<file path="src/rtl/mem_pkg.sv">
// Shared definitions for the data-cache slice: word/address widths, FSM encoding
// and the tag-width helper used to size the tag store.
package mem_pkg;

  localparam int WORD_W     = 32;
  localparam int ADDR_W     = 32;
  localparam int BYTE_OFF_W = 2;

  typedef enum logic {
    IDLE   = 1'b0,
    REFILL = 1'b1
  } cache_state_t;

  // Address bits left over once byte, word-in-line and line-index bits are removed.
  function automatic int tag_width(input int num_lines, input int words_per_line);
    return ADDR_W - BYTE_OFF_W - $clog2(words_per_line) - $clog2(num_lines);
  endfunction

endpackage

</file>
<file path="src/rtl/dcache_line_array.sv">
// Valid/tag/data storage for the direct-mapped cache: one combinational read port,
// a single-word store port and a line-fill port that validates the line on its last word.
module dcache_line_array
  import mem_pkg::*;
#(
  parameter  int NUM_LINES      = 8,
  parameter  int WORDS_PER_LINE = 4,
  parameter  int TAG_W          = tag_width(NUM_LINES, WORDS_PER_LINE),
  localparam int INDEX_W        = $clog2(NUM_LINES),
  localparam int OFF_W          = $clog2(WORDS_PER_LINE)
) (
  input  logic               clk,
  input  logic               rst_n,
  input  logic [INDEX_W-1:0] rd_index,
  input  logic [OFF_W-1:0]   rd_offset,
  output logic               rd_valid,
  output logic [TAG_W-1:0]   rd_tag,
  output logic [WORD_W-1:0]  rd_data,
  input  logic               word_we,
  input  logic [INDEX_W-1:0] word_index,
  input  logic [OFF_W-1:0]   word_offset,
  input  logic [WORD_W-1:0]  word_data,
  input  logic               fill_we,
  input  logic               fill_last,
  input  logic [INDEX_W-1:0] fill_index,
  input  logic [OFF_W-1:0]   fill_offset,
  input  logic [WORD_W-1:0]  fill_data,
  input  logic [TAG_W-1:0]   fill_tag
);

  logic [NUM_LINES-1:0] valid_bits;
  logic [TAG_W-1:0]     tag_mem  [NUM_LINES];
  logic [WORD_W-1:0]    data_mem [NUM_LINES][WORDS_PER_LINE];

  always_ff @(posedge clk or negedge rst_n) begin
    if (!rst_n) begin
      valid_bits <= '0;
    end else if (fill_we && fill_last) begin
      valid_bits[fill_index] <= 1'b1;
    end
  end

  // Tag and data contents are meaningless until the valid bit is set, so they carry no reset.
  always_ff @(posedge clk) begin
    if (fill_we) begin
      data_mem[fill_index][fill_offset] <= fill_data;
      if (fill_last) begin
        tag_mem[fill_index] <= fill_tag;
      end
    end else if (word_we) begin
      data_mem[word_index][word_offset] <= word_data;
    end
  end

  assign rd_valid = valid_bits[rd_index];
  assign rd_tag   = tag_mem[rd_index];
  assign rd_data  = data_mem[rd_index][rd_offset];

endmodule

</file>
<file path="src/rtl/dcache_direct_mapped.sv">
// Direct-mapped, write-through, no-write-allocate data cache with same-cycle read hits,
// word-per-cycle line refill on a read miss, and saturating hit/miss counters.
module dcache_direct_mapped
  import mem_pkg::*;
#(
  parameter int NUM_LINES      = 8,
  parameter int WORDS_PER_LINE = 4,
  parameter int CNT_W          = 16
) (
  input  logic              CLK,
  input  logic              RESET_N,
  input  logic [ADDR_W-1:0] Address,
  input  logic [WORD_W-1:0] Write_Data,
  input  logic              MemRead,
  input  logic              MemWrite,
  output logic [WORD_W-1:0] Read_data,
  output logic              Stall,
  output logic [ADDR_W-1:0] Mem_Address,
  output logic [WORD_W-1:0] Mem_Write_Data,
  output logic              Mem_MemRead,
  output logic              Mem_MemWrite,
  input  logic [WORD_W-1:0] Mem_Read_data,
  output logic [CNT_W-1:0]  Hit_Count,
  output logic [CNT_W-1:0]  Miss_Count
);

  localparam int INDEX_W = $clog2(NUM_LINES);
  localparam int OFF_W   = $clog2(WORDS_PER_LINE);
  localparam int TAG_W   = tag_width(NUM_LINES, WORDS_PER_LINE);

  logic [TAG_W-1:0]   addr_tag;
  logic [INDEX_W-1:0] addr_index;
  logic [OFF_W-1:0]   addr_offset;
  logic               unused_byte_bits;

  cache_state_t       state;
  logic [OFF_W-1:0]   cnt;

  logic               line_valid;
  logic [TAG_W-1:0]   line_tag;
  logic [WORD_W-1:0]  line_data;

  logic               hit;
  logic               idle_active;
  logic               read_req;
  logic               read_hit;
  logic               read_miss;
  logic               write_req;
  logic               refilling;
  logic               refill_last;

  assign addr_tag         = Address[ADDR_W-1 -: TAG_W];
  assign addr_index       = Address[BYTE_OFF_W+OFF_W +: INDEX_W];
  assign addr_offset      = Address[BYTE_OFF_W +: OFF_W];
  assign unused_byte_bits = ^Address[BYTE_OFF_W-1:0];

  assign hit         = line_valid && (line_tag == addr_tag);
  assign idle_active = RESET_N && (state == IDLE);
  // A simultaneous load and store is handled purely as a store.
  assign read_req    = MemRead && !MemWrite;
  assign read_hit    = idle_active && read_req && hit;
  assign read_miss   = idle_active && read_req && !hit;
  assign write_req   = idle_active && MemWrite;
  assign refilling   = RESET_N && (state == REFILL);
  assign refill_last = (cnt == OFF_W'(WORDS_PER_LINE - 1));

  dcache_line_array #(
    .NUM_LINES      (NUM_LINES),
    .WORDS_PER_LINE (WORDS_PER_LINE),
    .TAG_W          (TAG_W)
  ) u_lines (
    .clk         (CLK),
    .rst_n       (RESET_N),
    .rd_index    (addr_index),
    .rd_offset   (addr_offset),
    .rd_valid    (line_valid),
    .rd_tag      (line_tag),
    .rd_data     (line_data),
    .word_we     (write_req && hit),
    .word_index  (addr_index),
    .word_offset (addr_offset),
    .word_data   (Write_Data),
    .fill_we     (refilling),
    .fill_last   (refill_last),
    .fill_index  (addr_index),
    .fill_offset (cnt),
    .fill_data   (Mem_Read_data),
    .fill_tag    (addr_tag)
  );

  // CPU and memory-side outputs; everything is gated by reset so the pipeline
  // sees no stall and the memory sees no request while RESET_N is low.
  always_comb begin
    Read_data      = '0;
    Stall          = 1'b0;
    Mem_Address    = '0;
    Mem_Write_Data = '0;
    Mem_MemRead    = 1'b0;
    Mem_MemWrite   = 1'b0;
    if (write_req) begin
      Mem_MemWrite   = 1'b1;
      Mem_Address    = Address;
      Mem_Write_Data = Write_Data;
    end else if (read_hit) begin
      Read_data = line_data;
    end else if (read_miss) begin
      Stall = 1'b1;
    end else if (refilling) begin
      Stall       = 1'b1;
      Mem_MemRead = 1'b1;
      Mem_Address = {addr_tag, addr_index, cnt, {BYTE_OFF_W{1'b0}}};
    end
  end

  // Refill sequencing and saturating performance counters.
  always_ff @(posedge CLK or negedge RESET_N) begin
    if (!RESET_N) begin
      state      <= IDLE;
      cnt        <= '0;
      Hit_Count  <= '0;
      Miss_Count <= '0;
    end else begin
      case (state)
        IDLE: begin
          if (read_miss) begin
            state <= REFILL;
            cnt   <= '0;
          end
        end
        REFILL: begin
          cnt <= cnt + 1'b1;
          if (refill_last) begin
            state <= IDLE;
          end
        end
        default: state <= IDLE;
      endcase
      if (read_hit && (Hit_Count != '1)) begin
        Hit_Count <= Hit_Count + 1'b1;
      end
      if (read_miss && (Miss_Count != '1)) begin
        Miss_Count <= Miss_Count + 1'b1;
      end
    end
  end

endmodule

</file>
<file path="config.mk">
export PLATFORM = sky130hd
export DESIGN_NAME = dcache_direct_mapped
export DESIGN_NICKNAME = d
export VERILOG_FILES = /design/src/rtl/mem_pkg.sv /design/src/rtl/dcache_line_array.sv /design/src/rtl/dcache_direct_mapped.sv
export SDC_FILE = /design/constraint.sdc
export NUM_CORES = 1
export LEC_CHECK = 0
export BUFFER_PORTS_ARGS = -buffer_cell sky130_fd_sc_hd__buf_2
export CORE_UTILIZATION = 40
export CTS_BUF_LIST = sky130_fd_sc_hd__clkbuf_4 sky130_fd_sc_hd__clkbuf_8 sky130_fd_sc_hd__clkbuf_16
export CTS_CLUSTER_DIAMETER = 30
export DETAILED_ROUTE_END_ITERATION = 8
export GPL_TIMING_DRIVEN = 0
export PLACE_DENSITY_LB_ADDON = 0.2
export SLEW_MARGIN = 20
export SYNTH_ARGS = -nofsm -noshare
export SYNTH_HDL_FRONTEND = slang
export SYNTH_HIERARCHICAL = 1
export SYNTH_SLANG_ARGS = --single-unit
</file>
<file path="constraint.sdc">
create_clock -name CLK -period 4.4 [get_ports CLK]
set_input_delay 0.22 -clock CLK [delete_from_list [all_inputs] [get_ports CLK]]
set_output_delay 0.22 -clock CLK [all_outputs]
set_load 0.03 [all_outputs]
</file>
* After elaboration in Yosys (flattened, before gate mapping)
Memories as Yosys holds them, arrays and structs flattened.
Index checks and enable logic that the tools add are counted.
** Word-level totals
- Bits of input ports :: 100
- Logic and storage cells :: 336
- ROM bits :: 0
- Bits in writable memories :: 1224
- Memories kept :: 2
- Flip-flop bits (word level) :: 43
- Output and inout port bits :: 131
- Latch bits :: 0
** Memory list
- u_lines.data_mem :: words 8, width 128, rd ports 1, clocked after memory_dff 0, wr ports 1, line dcache_line_array.sv:33 : logic [WORD_W-1:0] data_mem [NUM_LINES][WORDS_PER_LINE];
- u_lines.tag_mem :: words 8, width 25, rd ports 1, clocked after memory_dff 0, wr ports 1, line dcache_line_array.sv:32 : logic [TAG_W-1:0] tag_mem [NUM_LINES];
** Operators by class
- Bitwise operators :: 132
- Add/sub/neg operators :: 3
- $lt $le $gt $ge :: 6
- Shift-type cells :: 0
- Multiply operators :: 0
- Reductions and logical operators :: 17
- Equality and inequality tests :: 5
- Multiplexer cells :: 166
- Divide/modulo/power cells :: 0
** Operators with widths (number)
- 32-bit 2-to-1 mux :: 11
- 128-bit 2-to-1 mux :: 2
- 1-bit 2-to-1 mux :: 145
- 32-bit demux with 2-bit select :: 2
- 1-bit OR :: 128
- 32-bit binary-select mux with 2-bit select :: 1
- 16-bit by 1-bit adder with 16-bit output (second input constant) :: 2
- 16-bit inequality test (second input constant) :: 2
- 25-bit equality test :: 1
- 1-bit logical AND :: 15
- 8-bit OR :: 1
- 3-bit >= comparator (second input constant) :: 2
- 3-bit by 1-bit less-than comparator with 1-bit output (second input constant) :: 2
- 2-bit inverter with 3-bit output :: 2
- 3-bit by 4-bit less-than comparator with 1-bit output (second input constant) :: 1
- 2-bit case mux with 2 select lines :: 1
- 1-bit binary-select mux with 3-bit select :: 1
- 1-bit demux with 3-bit select :: 1
- 3-bit by 1-bit >= comparator with 1-bit output (second input constant) :: 1
- 2-bit by 1-bit adder with 2-bit output (second input constant) :: 1
- 2-bit equality test (second input constant) :: 1
- 1-bit zero test :: 2
- 2-bit 2-to-1 mux :: 1
- 2-bit inequality test (second input constant) :: 1
- other kinds (2) :: 2

* Longest topological paths before layout
- Word-level depth :: 8
- Depth in mapped cells :: 18
- Depth with buffers taken out :: 12

* Modules after synthesis
The synthesis kept the hierarchy.
** Modules (own cells, without submodules)
- dcache_line_array :: sequential area each 36955.4 sq um, area an instance 48253.8 sq um, cells an instance 2608, times used 1
- dcache_direct_mapped :: sequential area each 875.8 sq um, area an instance 2750.1 sq um, cells an instance 325, times used 1

* Worst setup path after synthesis
No wires, ideal clock.
- Path type :: in2reg
- Start point :: in Address[4]
- End point :: mem u_lines/data_mem[0][100] in the netlist's numbering (enable)
- Buffers on the path :: 4
- Library setup time :: 0.421 ns
- Slack :: -0.426 ns
- Stages on the path :: 15
- Data arrival time :: 4.405 ns
- Data required time :: 3.979 ns
- Cell sequence :: buf_4 -> buf_4 -> mux4_2 -> mux2_2 -> xnor2_1 -> nand4_1 -> nor4b_2 -> nand3_1 -> nor2_1 -> nand2b_1 -> buf_2 -> buf_2 -> o31ai_1 -> nand2_1 -> nor2_1
** On the way
- Word-level cells in the longest chain between the ends :: 8
- Elaborated cells on any way between the ends :: 10
- Classes of those cells :: eq/ne: 1; mux: 5; bitwise: 1; reduce/logical: 2; memory: 1
** RTL lines
- from (decl) :: line dcache_direct_mapped.sv:12 : input logic [ADDR_W-1:0] Address,
- memory read 8 x 25 bit
- named net line_tag[17] :: line dcache_direct_mapped.sv:40 : logic [TAG_W-1:0] line_tag;
- 25-bit equality test :: line dcache_direct_mapped.sv:57 : assign hit = line_valid && (line_tag == addr_tag);
- 1-bit logical AND :: line dcache_direct_mapped.sv:57
- 1-bit logical AND :: line dcache_direct_mapped.sv:79 : .word_we (write_req && hit),
- 1-bit 2-to-1 mux :: line dcache_line_array.sv:50 : end else if (word_we) begin
- 1-bit 2-to-1 mux :: line dcache_line_array.sv:45 : if (fill_we) begin
- 128-bit 2-to-1 mux (implied by the code) :: line dcache_line_array.sv:51 : data_mem[word_index][word_offset] <= word_data;
- 1-bit OR (no line)
- to (decl) :: line dcache_line_array.sv:33
The timed path passes the listed nets, and every way through them passes these cells. The select of a mux whose other input is x is not followed.

* Worst setup path in the final report
- Start point :: mem u_lines/tag_mem[7][11] in the netlist's numbering
- End point :: mem u_lines/data_mem[0][33] in the netlist's numbering (enable)
** On the way
- Word-level cells in the longest chain between the ends :: 8
** RTL lines (line)
- from (decl) :: dcache_line_array.sv:32
- memory read 8 x 25 bit
- named net line_tag[11] :: dcache_direct_mapped.sv:40
- 25-bit equality test :: dcache_direct_mapped.sv:57
- 1-bit logical AND :: dcache_direct_mapped.sv:57
- 1-bit logical AND :: dcache_direct_mapped.sv:79
- 1-bit 2-to-1 mux :: dcache_line_array.sv:50
- 1-bit 2-to-1 mux :: dcache_line_array.sv:45
- 128-bit 2-to-1 mux (implied by the code) :: dcache_line_array.sv:51
- 1-bit OR (no line)
The timed path passes the listed nets, and every way through them passes these cells.

==> results.sh <==
export IMPL_fin_setup_tns_ns=0
export IMPL_grt_use_total=0.212
export IMPL_clockBufferDepth=4
export IMPL_portBuffers=230
export IMPL_pin_count=231
export IMPL_power_share_switching=0.217
export IMPL_p_leak_nw=24.7
export IMPL_fin_util=0.527
export IMPL_multi_input_area_sq_um=12600
export IMPL_min_delay_start="Address[6]"
export IMPL_synth_adder_area_share=0.000736
export IMPL_dp_worst_setup_slack_ns=-1.79
export IMPL_rows=130
export IMPL_routed_via_density=5.37
export IMPL_drive_gt1_frac=0.300
export IMPL_power_switching_mw=8.00
export IMPL_crit_path_max_fanout=21
export IMPL_synth_flop_cell="edfxtp_1"
export IMPL_path_cells="mux4_2 > mux2_2 > xnor2_4 > nand4_1 > nor4b_4 > nand3_4 > nor2_4 > nand2b_1 > buf_4 > buf_4 > o31ai_4 > nand2_4 > buf_4 > nor2_4 > buf_12"
export IMPL_ant_nets=0
export IMPL_fin_cells=5466
export IMPL_outcome="finished clean"
export IMPL_nFillCells=10011
export IMPL_synth_top_area_frac=0.721
export IMPL_worst_r2r_startpoint="u_lines/tag_mem[7][11]"
export IMPL_synth_compound_gate_area_share=0.0413
export IMPL_firstDrtPassIters=5
export IMPL_hp_class="input pin to flop"
export IMPL_clock_latency_ns=0.87
export IMPL_synth_xor_area_share=0.00824
export IMPL_dp_cells=4871
export IMPL_powerDensity_nw_per_um2=554
export IMPL_setup_viol=0
export IMPL_nets=3704
export IMPL_via_count=29358
export IMPL_finalHoldViolCount=0
export IMPL_fmax_mhz=231
export IMPL_p_seq_frac=0.369
export IMPL_grt_pass1_vias=29676
export IMPL_wl_per_cell_um=25.3
export IMPL_yosysTopAreaCell="edfxtp_1"
export IMPL_root_buffer="clkbuf_16"
export IMPL_tightest_slew_ns=1.09
export IMPL_grt_pass1_wl_um=199000
export IMPL_drv_slew=0
export IMPL_period_share=0.986
export IMPL_area_growth_pct=30.3
export IMPL_overflow=0
export IMPL_cts_tree="yes"
export IMPL_clockPowerShare=0.571
export IMPL_ys_async_sr_fraction=0.0339
export IMPL_die_w_um=359
export IMPL_synthCells=2933
export IMPL_register_area_sq_um=37800
export IMPL_initial_core_util=0.405
export IMPL_ir_drop_mv=0.468
export IMPL_antenna_found_initial=7
export IMPL_worstSetupEndpointType="flop"
export IMPL_dieArea_sq_um=129000
export IMPL_internal_power_mw=28.9
export IMPL_grt_max_degree=44
export IMPL_cts_made_buffers=291
export IMPL_synth_area_per_cell_sq_um=17.4
export IMPL_total_power_mw=36.9
export IMPL_ys_seq_area_frac=0.742
export IMPL_cts_sinks=1267
export IMPL_yosys_warnings=6
export IMPL_synth_top_family_by_area="multiplexers"
export IMPL_syn_nets=3036
export IMPL_slowest_delay_ns=0.48
export IMPL_routed_wl_um=138000
export IMPL_clkTransAtPathRegs_ns=0.04
export IMPL_synthTopCellsByCount="edfxtp_1 (1,224), mux2i_1 (514), nand2_1 (120), nand3_1 (120)"
export IMPL_synthesis_area_sq_um=51000
export IMPL_cp_slowest_cell="mux4_2"
export IMPL_htree_levels=5
export IMPL_drc_errors=0
export IMPL_yosys_cell_types_count=51
export IMPL_cp_common_cell="buf_4"
export IMPL_drv_cap=0
export IMPL_crit_required_ns=4.93
export IMPL_synth_simple_gate_area_frac=0.0494
export IMPL_critPathKind="flop to flop"
export IMPL_synth_most_common_cell="edfxtp_1"
export IMPL_place_gp_congestion=0.781
export IMPL_drt_first_iter_violations=2046
export IMPL_synthTopCellsByArea="edfxtp_1 (72%), mux2i_1 (10%), mux4_2 (2.3%)"
export IMPL_pwr_share_comb=0.060
export IMPL_die_h_um=359
export IMPL_relSlewSlack=0.272
export IMPL_core_area_sq_um=126000
export IMPL_crit_path_start_kind="flop"
export IMPL_fin_ws_ns=0.0619
export IMPL_cp_startpoint="u_lines/tag_mem[7][11]"
export IMPL_worstPathArrival_ns=4.87
export IMPL_finalCriticalPeriod_ns=4.34
export IMPL_muxShareOfSynthArea=0.138
export IMPL_finalClockSkew_ns=0.0508
export IMPL_synth_seq_cells=1267
export IMPL_dp_hpwl_um=89500
export IMPL_synth_edf_count=1224
==> power groups by stage <==
stage                     logic (mW)  registers (mW)  clock network, mW
after floorplan                 1.25            13.8                  0
after global placement          2.06            13.8                  0
after detailed placement        2.18            13.8                  0
after CTS                       2.24            13.6               21.3
after global routing            2.37            13.6               21.9
final                           2.22            13.6               21.0
==> final cells by class <==
cell class | instances | area share
well taps | 1650 | 0.0311
repair buffers | 375 | 0.0493
multi-input cells | 1490 | 0.190
clock inverters | 178 | 0.0296
flip-flops and latches | 1267 | 0.569
diodes | 5 | 0.000188
inverters | 10 | 0.000565
plain buffers | 166 | 0.0153
clock buffers | 325 | 0.115
==> stage by stage <==
stage | area [sq um] | hold slack, ns
3_5_place_dp | 55800 | 0.447
2_1_floorplan | 51000 | -0.0756
5_1_grt | 66500 | 0.0940
3_3_place_gp | 54300 | 0.447
4_1_cts | 66400 | 0.0136
6_report | 66500 | 0.0924
==> what timing repair did <==
item	4_1_cts	5_1_grt
endpoints found under the setup margin	2007	707
resized for setup	32	14
setup buffers	55	3
hold buffers	30	0
hold endpoints to repair	254	0
pin swaps	36	7
==> final timing paths <==
check                                           to  cells after the start  slack [ns]
max                        u_lines/data_mem[0][33]                     15        0.06
min                         u_lines/tag_mem[5][24]                      3        0.09
max reg2reg                u_lines/data_mem[0][33]                     15        0.06
min reg2reg                  u_lines/valid_bits[6]                      1        0.46
max in group asynchronous            Miss_Count[3]                      4        3.56
min in group asynchronous             Hit_Count[5]                      4        0.59
==> state kept, by name, summed over array words and instances, names as in the netlist <==
name,flops
u_lines/data_mem,1024
u_lines/valid_bits,8
state,1
Hit_Count,16
cnt,2
Miss_Count,16
u_lines/tag_mem,200
==> cell families (layout without fill, tap and decap cells) <==
group                      after synthesis  after routing
AOI/OAI and AO/OA                      307            307
xor gates and xnor gates                48             48
adders and majority gates                3              3
buffers and inverters                  176           1054
DFF                                   1267           1267
muxes                                  631            631
other                                    0              5
and+or+nand+nor                        501            501
==> critical path: cells and delay by family, from the launching register on <==
kind                      cells  cell delay (ns)
AOI/OAI and AO/OA             1             0.39
DFF                           1             0.35
xor gates and xnor gates      1             0.21
buffers and inverters         4             0.85
muxes                         2             0.81
and+or+nand+nor               7             1.36
==> per-layer routing <==
layer,up-vias,part of all wire,track usage
met1,15053,0.43,0.282
met4,4,0.032,0.0874
met2,987,0.47,0.338
li1,13044,-,-
met3,270,0.062,0.0460
met5,-,0.00020,0
==> placed cells by master (no fill, tap or decap), types with 63 or more instances in the layout <==
master	instances
a21oi_1	97
a22o_1	66
a22oi_1	96
buf_2	281
buf_4	125
clkbuf_16	297
edfxtp_1	1224
mux2_2	63
mux2i_1	513
nand2_1	112
nand3_1	119
No activity file was read; power rests on OpenSTA's default activity.
